File: src/rtl/axi4_lite_cmd_master.sv
`default_nettype none
// ============================================================================
//  Module   : axi4_lite_cmd_master
//  Brief    : Single-outstanding AXI4-Lite master. Converts a valid/ready
//             command stream into AXI4-Lite write/read transactions and
//             returns one response beat per command.
//  Options  : AXI_CMD_MASTER_ALIGN_CHECK_EN - reject misaligned addresses
//             locally with SLVERR instead of issuing a bus transaction.
//  Revision : 1.0 - initial release
// ============================================================================
module axi4_lite_cmd_master #(
   parameter logic [2:0] AXI_PROT  = 3'b000,
   parameter logic [3:0] FULL_STRB = 4'hF
) (
   input  logic        clk,
   input  logic        rst,
   // command stream
   input  logic        cmd_valid,
   output logic        cmd_ready,
   input  logic        cmd_write,
   input  logic [31:0] cmd_addr,
   input  logic [31:0] cmd_wdata,
   input  logic [3:0]  cmd_wstrb,
   // response stream
   output logic        rsp_valid,
   input  logic        rsp_ready,
   output logic [31:0] rsp_rdata,
   output logic [1:0]  rsp_resp,
   output logic        rsp_write,
   // AXI write address channel
   output logic [31:0] awaddr,
   output logic [2:0]  awprot,
   output logic        awvalid,
   input  logic        awready,
   // AXI write data channel
   output logic [31:0] wdata,
   output logic [3:0]  wstrb,
   output logic        wvalid,
   input  logic        wready,
   // AXI write response channel
   input  logic [1:0]  bresp,
   input  logic        bvalid,
   output logic        bready,
   // AXI read address channel
   output logic [31:0] araddr,
   output logic [2:0]  arprot,
   output logic        arvalid,
   input  logic        arready,
   // AXI read data channel
   input  logic [31:0] rdata,
   input  logic [1:0]  rresp,
   input  logic        rvalid,
   output logic        rready
);

   typedef enum logic [2:0] {
      S_IDLE  = 3'd0,
      S_WR    = 3'd1,
      S_WRESP = 3'd2,
      S_RD    = 3'd3,
      S_RDATA = 3'd4,
      S_RSP   = 3'd5
   } state_t;

   localparam logic [1:0] c_RESP_SLVERR = 2'b10;

   state_t      r_state;
   logic        r_aw_done;
   logic        r_w_done;
   logic [31:0] r_addr;
   logic [31:0] r_wdata;
   logic [3:0]  r_wstrb;

   logic        w_aw_fire;
   logic        w_w_fire;
   logic        w_aw_all;
   logic        w_w_all;
   logic        w_misaligned;
   logic [3:0]  w_strb;

   // Only one transaction in flight: commands are taken only when idle.
   assign cmd_ready = !rst && (r_state == S_IDLE);

   assign awprot = AXI_PROT;
   assign arprot = AXI_PROT;
   assign awaddr = r_addr;
   assign araddr = r_addr;
   assign wdata  = r_wdata;
   assign wstrb  = r_wstrb;

   // An all-zero strobe from the command side means "full word".
   assign w_strb = (cmd_wstrb == 4'h0) ? FULL_STRB : cmd_wstrb;

   assign w_aw_fire = awvalid && awready;
   assign w_w_fire  = wvalid && wready;
   assign w_aw_all  = r_aw_done || w_aw_fire;
   assign w_w_all   = r_w_done || w_w_fire;

`ifdef AXI_CMD_MASTER_ALIGN_CHECK_EN
   assign w_misaligned = (cmd_addr[1:0] != 2'b00);
`else
   assign w_misaligned = 1'b0;
`endif

   // Transaction sequencer: all bus and response outputs are registered here.
   always_ff @(posedge clk) begin
      if (rst) begin
         r_state   <= S_IDLE;
         r_aw_done <= 1'b0;
         r_w_done  <= 1'b0;
         r_addr    <= 32'd0;
         r_wdata   <= 32'd0;
         r_wstrb   <= 4'h0;
         awvalid   <= 1'b0;
         wvalid    <= 1'b0;
         bready    <= 1'b0;
         arvalid   <= 1'b0;
         rready    <= 1'b0;
         rsp_valid <= 1'b0;
         rsp_rdata <= 32'd0;
         rsp_resp  <= 2'b00;
         rsp_write <= 1'b0;
      end else begin
         case (r_state)
            S_IDLE: begin
               if (cmd_valid) begin
                  r_addr  <= cmd_addr;
                  r_wdata <= cmd_wdata;
                  r_wstrb <= w_strb;
                  if (w_misaligned) begin
                     // Local error: no bus activity, answer straight away.
                     rsp_valid <= 1'b1;
                     rsp_rdata <= 32'd0;
                     rsp_resp  <= c_RESP_SLVERR;
                     rsp_write <= cmd_write;
                     r_state   <= S_RSP;
                  end else if (cmd_write) begin
                     awvalid   <= 1'b1;
                     wvalid    <= 1'b1;
                     r_aw_done <= 1'b0;
                     r_w_done  <= 1'b0;
                     r_state   <= S_WR;
                  end else begin
                     arvalid <= 1'b1;
                     r_state <= S_RD;
                  end
               end
            end
            S_WR: begin
               // AW and W complete independently, in either order.
               if (w_aw_fire) begin
                  awvalid   <= 1'b0;
                  r_aw_done <= 1'b1;
               end
               if (w_w_fire) begin
                  wvalid   <= 1'b0;
                  r_w_done <= 1'b1;
               end
               if (w_aw_all && w_w_all) begin
                  bready  <= 1'b1;
                  r_state <= S_WRESP;
               end
            end
            S_WRESP: begin
               if (bvalid) begin
                  bready    <= 1'b0;
                  rsp_valid <= 1'b1;
                  rsp_rdata <= 32'd0;
                  rsp_resp  <= bresp;
                  rsp_write <= 1'b1;
                  r_state   <= S_RSP;
               end
            end
            S_RD: begin
               if (arready) begin
                  arvalid <= 1'b0;
                  rready  <= 1'b1;
                  r_state <= S_RDATA;
               end
            end
            S_RDATA: begin
               if (rvalid) begin
                  rready    <= 1'b0;
                  rsp_valid <= 1'b1;
                  rsp_rdata <= rdata;
                  rsp_resp  <= rresp;
                  rsp_write <= 1'b0;
                  r_state   <= S_RSP;
               end
            end
            S_RSP: begin
               if (rsp_ready) begin
                  rsp_valid <= 1'b0;
                  r_state   <= S_IDLE;
               end
            end
            default: begin
               r_state <= S_IDLE;
            end
         endcase
      end
   end

endmodule
`default_nettype wire
File: config.mk
export PLATFORM = sky130hd
export DESIGN_NAME = axi4_lite_cmd_master
export DESIGN_NICKNAME = d
export VERILOG_FILES = /design/src/rtl/axi4_lite_cmd_master.sv
export SDC_FILE = /design/constraint.sdc
export NUM_CORES = 1
export LEC_CHECK = 0
export ABC_AREA = 0
export CAP_MARGIN = 40
export CORE_ASPECT_RATIO = 0.6
export CORE_UTILIZATION = 30
export DETAILED_ROUTE_END_ITERATION = 8
export PLACE_DENSITY = 0.75
export SETUP_SLACK_MARGIN = 0.15
export SKIP_LAST_GASP = 1
export SYNTH_ARGS = -nofsm -noshare
export SYNTH_HDL_FRONTEND = slang
export SYNTH_SLANG_ARGS = --single-unit
export TNS_END_PERCENT = 50
File: constraint.sdc
create_clock -name clk -period 1.5 [get_ports clk]
set_input_delay 0.225 -clock clk [delete_from_list [all_inputs] [get_ports clk]]
set_output_delay 0.225 -clock clk [all_outputs]
set_load 0.01 [all_outputs]
==> out/metrics.csv, run 1 <==
metric;value;unit
dieArea;0.0157;mm²
port_buffers;255;
setup_viol;15;
final_common_cell;clkdlybuf4s50_1;
yosys_warnings;0;
power_leakage;3.61;nW
dr.pass1.iters;4;
num_rows;34;
nets;915;
cts_inserted_buffers;17;
cts_root_buf;clkbuf_16;
dp_hpwl;10200;µm
violations;setup timing;
grt_pass1_vias;4406;
vias;4616;
critPathArrivalTime;1.85;ns
rsz0062_at_grt;true;
min_period_over_period;103;%
place.gp.congestion;0.800;
ir_drop;703;µV
cts_tree;done;
avgSynthCellArea;8.13;µm²
worst_clock_skew;0.0106;ns
ioPinCount;262;
nFillCells;1412;
drc_errors;0;
fin_ws;-0.0463;ns
drt_iter0_markers;183;
grt.overflow.total;0;
grt_usage;18.0;%
place_ws;-0.375;ns
start_util;31.1;%
clkTransAtPathRegs;0.06;ns
synth_top_cells_by_area;dfxtp_1 (50%), a21oi_1 (12%), nand2_1 (11%);
p_per_area;1510;mW/mm²
drv_slew;0;
synthDominantCellAreaShare;50.0;%
status;finished, violations left;
seq_area_frac_synth;50.0;%
grt_pass1_wl;22500;µm
ys_seq_elements;114;
layout_common_cells;clkdlybuf4s50_1 (140), nand2_1 (135), dfxtp_1 (111), a21oi_1 (104), dlygate4sd2_1 (95);
worstMarginPinSlew;0.501;ns
synthToLayoutAreaGrowth;75.2;%
n_antenna_cell;0;
syn_area;0.00456;mm²
yosysTopAreaCell;dfxtp_1;
critPathMaxFanout;6;
cp-start-kind;flop;
antenna_found_initial;0;
cts_max_level;4;
wire_per_inst;14.4;µm
grt_max_degree;100;
core;0.0147;mm²
die_y;97.5;µm
insertion_delay;0.40;ns
fmax;647;MHz
crit_required;1.81;ns
regToRegSetupSlack;-0.05;ns
postSynthCellCount;561;
die_x;161;µm
maxCapViolCount;0;
hold_viol;0;
min_path_type;primary input to flop;
yosys.cell_types.count;33;
tns;-0.159;ns
cts_hold_buf;0;
crit_path_end_kind;flop;
fin_crit;1.55;ns
crit_type;flop to flop;
wirelength;14600;µm
ant_nets;0;
maxSlewHeadroom;66.6;%
via_per_inst;4.56;
cts_sinks;114;
clockBufferDepth;2;
final_layout_size_suffix_gt1_share;11.1;%
[power breakdown]
part	switching, W	internal (W)
Sequential	0.000320	0.00352
Combinational	0.00209	0.00217
Clock	0.00146	0.00249
[what timing repair did]
action / 4_1_cts / 5_1_grt
pin swaps: 2 / 12
gates cloned: 0 / 2
gates resized for setup: 114 / 29
setup endpoints to repair: 248 / 160
setup buffers: 1 / 1
[final timing paths]
path / start / endpoint / cells after the start
hold reg to reg: wdata[18] / wdata[18] / 2
setup / recovery: r_state[1] / r_state[1] / 4
setup reg to reg: r_state[1] / r_state[1] / 4
hold / removal: rst / r_state[1] / 3
[critical path, cell delays in order (launching register included)]
cell     delay [ns]
dfxtp_4        0.38
mux2_4         0.30
o221a_1        0.22
or4b_1         0.48
o31ai_1        0.08
[logic make-up after synthesis]
kind of cell | share of synthesized area [%]
mux | 0.685
buf+inv | 10.2
other cells | 0.0822
flops | 50.0
simple gates | 23.0
compound gates | 16.0
[per-stage QoR]
stage	power [W]	hold slack, ns	cell area [µm²]	cells	utilization, %
finish	0.0120	0.183	7990	1012	54.5
detailed placement	0.00826	0.446	7320	976	49.9
global route	0.0127	0.173	7990	1012	54.5
floorplan	0.00604	0.341	4620	566	-
CTS	0.0120	0.166	7830	1009	53.3
global placement	0.00820	0.441	7320	976	49.9
[flip-flops by register name, summed over array words and instances (netlist names), 2 cells and up]
name	flops
wdata	32
rsp_resp	2
wstrb	4
r_state	3
araddr	32
rsp_rdata	32
[layer usage]
metal | up-vias | global-route usage, % | share of wire (%)
met2 | 155 | 29.0 | 45
met3 | 10 | 5.46 | 6.8
met5 | - | 0 | 0
met4 | 0 | 5.30 | 0.90
li1 | 2315 | - | -
met1 | 2136 | 23.1 | 47
[cell type report]
cell class	count	area, µm²	area share [%]
Clock buffer	19	443	5.54
Tap cell	198	248	3.10
Clock inverter	13	136	1.71
Timing Repair Buffer	294	2960	37.0
Sequential cell	114	2290	28.7
Multi-Input combinational cell	371	1910	23.8
Inverter	3	11.3	0.141
[cell usage after synthesis]
cell type  instances
nor2_2             1
nand3_1           34
buf_2             15
mux2i_1            2
nor2_1             8
o22ai_1            4
a21o_1             1
o31ai_1            1
conb_1             1
dfxtp_1          114
inv_1              3
nand2b_1          36
and3_1             3
a32oi_1            1
nand2_1          136
o41ai_1            1
a21boi_0           1
a31oi_1            1
nand3b_1           3
o21ai_0           10
a211oi_1           4
clkbuf_1          25
buf_4             38
nor4_1             1
o31a_1             1
nor2b_1            1
mux2_1             1
a21oi_1          108
or4b_1             1
o221a_1            2
a311oi_1           1
nor3b_4            1
nor4b_4            1
No activity file was read; power rests on OpenSTA's default activity.
==> run 2: changes to the inputs <==
--- a/config.mk
+++ b/config.mk
@@ -9,10 +9,13 @@
 export CAP_MARGIN = 40
 export CORE_ASPECT_RATIO = 0.6
 export CORE_UTILIZATION = 30
+export CTS_BUF_LIST = sky130_fd_sc_hd__clkbuf_16
 export DETAILED_ROUTE_END_ITERATION = 8
+export HOLD_SLACK_MARGIN = 0.05
 export PLACE_DENSITY = 0.75
 export SETUP_SLACK_MARGIN = 0.15
 export SKIP_LAST_GASP = 1
+export SLEW_MARGIN = 20
 export SYNTH_ARGS = -nofsm -noshare
 export SYNTH_HDL_FRONTEND = slang
 export SYNTH_SLANG_ARGS = --single-unit
==> run 2 against run 1 <==
Against the previous run:
- clock skew rose by 0.0013 ns
- via count rose by 0.52%
- the flow still finishes with violations (setup timing)
- combinational power barely moved
- design area fell by 0.17%
- largest cell class unchanged
- cell count did not move
- worst setup slack got worse by 0.0061 ns
- hold slack improved by 0.0027 ns
==> out/metrics.csv, run 2 (same netlist as run 1, synthesis figures left out) <==
metric;value;unit;change
min_period_over_period;103;%;+0.41 points
grt_pass1_wl;22500;µm;about the same
grt_max_degree;100;;unchanged
min_from;rst;;
grt_usage;18.0;%;about the same
crit_type;flop to flop;;
drc_errors;0;;unchanged
vias;4640;;+0.52%
status;finished, violations left;;
critPathArrivalTime;1.86;ns;about the same
wire_per_inst;14.4;µm;-0.19%
whs;0.186;ns;+0.00275 ns
min_path_type;primary input to flop;;
rr_startpoint;r_state[1];;
layout_common_cells;clkdlybuf4s50_1 (140), nand2_1 (135), dfxtp_1 (111), a21oi_1 (104), dlygate4sd2_1 (96);;
path_cells;mux2_4, o221a_1, or4b_1, o31ai_1;;
via_per_inst;4.58;;+0.52%
port_buffers;255;;unchanged
n_antenna_cell;0;;unchanged
rr_endpoint;r_state[1];;
worst_clock_skew;0.0119;ns;+0.00129 ns
regToRegSetupSlack;-0.05;ns;about the same
grt.overflow.total;0;;unchanged
grt-busiest-layer;met2;;
hold_viol;0;;unchanged
cts_max_level;4;;unchanged
drt_iter0_markers;213;;+16%
crit_required;1.81;ns;about the same
stdcell_count;1012;;unchanged
final_common_cell;clkdlybuf4s50_1;;
whs_path_depth;3;;unchanged
wirelength;14600;µm;-0.19%
cts_hold_buf;0;;unchanged
ant_nets;0;;unchanged
place.gp.congestion;0.800;;unchanged
nFillCells;1418;;+0.42%
final_layout_size_suffix_gt1_share;10.9;%;-0.12 points
clockBufferDepth;2;;unchanged
start_util;31.1;%;unchanged
core;0.0147;mm²;unchanged
nets;915;;unchanged
power_leakage;3.60;nW;-0.39%
rsz0062_at_grt;true;;
cts_inserted_buffers;17;;unchanged
fmax;644;MHz;-0.39%
critPathMaxFanout;6;;unchanged
slowest_stage;or4b_1;;
fin_ws;-0.0524;ns;-0.00612 ns
violations;setup timing;;
reg2reg_depth;4;;unchanged
cp-start-kind;flop;;
insertion_delay;0.40;ns;about the same
worstMarginPinSlew;0.506;ns;+0.00515 ns
ioPinCount;262;;unchanged
dieArea;0.0157;mm²;unchanged
dr.pass1.iters;6;;+2
holdPathEnd;r_state[1];;
grtUsageMet3;5.46;%;unchanged
setup_viol;15;;unchanged
antenna_found_initial;0;;unchanged
num_rows;34;;unchanged
die_y;97.5;µm;unchanged
die_x;161;µm;unchanged
placedCellCount;976;;unchanged
maxSlewHeadroom;66.3;%;-0.34 points
drv_slew;0;;unchanged
synthToLayoutAreaGrowth;74.9;%;
grtUsageMet1;23.1;%;unchanged
p_per_area;1500;mW/mm²;-0.36%
cts_root_buf;clkbuf_16;;
cts_tree;done;;
dp_hpwl;10200;µm;unchanged
fin_crit;1.55;ns;+0.00612 ns
max_stage_delay;0.49;ns;about the same
ir_drop;703;µV;about the same
clkTransAtPathRegs;0.06;ns;about the same
grt_pass1_vias;4405;;-0.023%
cts_sinks;114;;unchanged
maxCapViolCount;0;;unchanged
grt_use_met2;29.0;%;+0.033 points
crit_path_end_kind;flop;;
[run 2: worst max-delay path by stage]
stage | from | slack [ns] | to
after floorplan | r_state[2] | 0.01 | r_state[1]
after global placement | cmd_valid | -0.32 | r_state[1]
after detailed placement | cmd_valid | -0.37 | r_state[1]
after CTS | r_state[1] | -0.06 | rsp_rdata[30]
after global routing | r_state[2] | -0.10 | rsp_rdata[30]
final | r_state[1] | -0.05 | r_state[1]
[run 2: worst max-delay path, delay by kind of cell (launching register included)]
family,cells,cell delay [ns]
flip-flops,1,0.38
AND/OR/NAND/NOR,1,0.49
multiplexers,1,0.30
AO/OA/AOI/OAI,2,0.30
[run 2: cell type report]
| class | count | area [µm²] | area share (%) |
|---|---|---|---|
| clock buffer | 17 | 425 | 5.33 |
| clock inverter | 15 | 144 | 1.80 |
| inverter | 3 | 11.3 | 0.141 |
| multi-input combinational | 371 | 1910 | 23.9 |
| sequential | 114 | 2290 | 28.7 |
| tap | 198 | 248 | 3.10 |
| timing repair buffer | 294 | 2950 | 37.0 |
[run 2: per-stage QoR]
stage          setup slack [ns]  area, µm²  util, %  total power [W]  setup TNS, ns
3_5_place_dp             -0.375       7320     49.9          0.00826         -24.08
3_3_place_gp             -0.321       7320     49.9          0.00820         -22.53
4_1_cts                 -0.0554       7820     53.3           0.0120         -0.654
6_report                -0.0524       7980     54.4           0.0120         -0.169
5_1_grt                  -0.103       7980     54.4           0.0127          -6.02
2_1_floorplan            0.0109       4620        -          0.00604              0
[run 2: timing repair]
item / 4_1_cts / 5_1_grt
gates cloned: 0 / 2
resized for setup: 115 / 28
endpoints found under the setup margin: 248 / 159
pin swaps: 2 / 12
buffers inserted: 1 / 1
[run 2: per-layer routing]
| metal | wire length (µm) | up-vias |
|---|---|---|
| met5 | 0 | - |
| met4 | 131 | 0 |
| met3 | 1010 | 10 |
| met2 | 6610 | 171 |
| met1 | 6800 | 2146 |
| li1 | - | 2313 |
[run 2: power by group]
part	total (W)	switching (W)	internal, W
combinational	0.00426	0.00209	0.00217
clock	0.00388	0.00145	0.00243
sequential	0.00384	0.000320	0.00352
total	0.0120	0.00387	0.00812
==> run 3: changes to the inputs <==
--- a/config.mk
+++ b/config.mk
@@ -5,7 +5,6 @@
 export SDC_FILE = /design/constraint.sdc
 export NUM_CORES = 1
 export LEC_CHECK = 0
-export ABC_AREA = 0
 export CAP_MARGIN = 40
 export CORE_ASPECT_RATIO = 0.6
 export CORE_UTILIZATION = 30
==> results of run 3 <==
No change in the layout: final DEF, timing and power equal those of run 2.
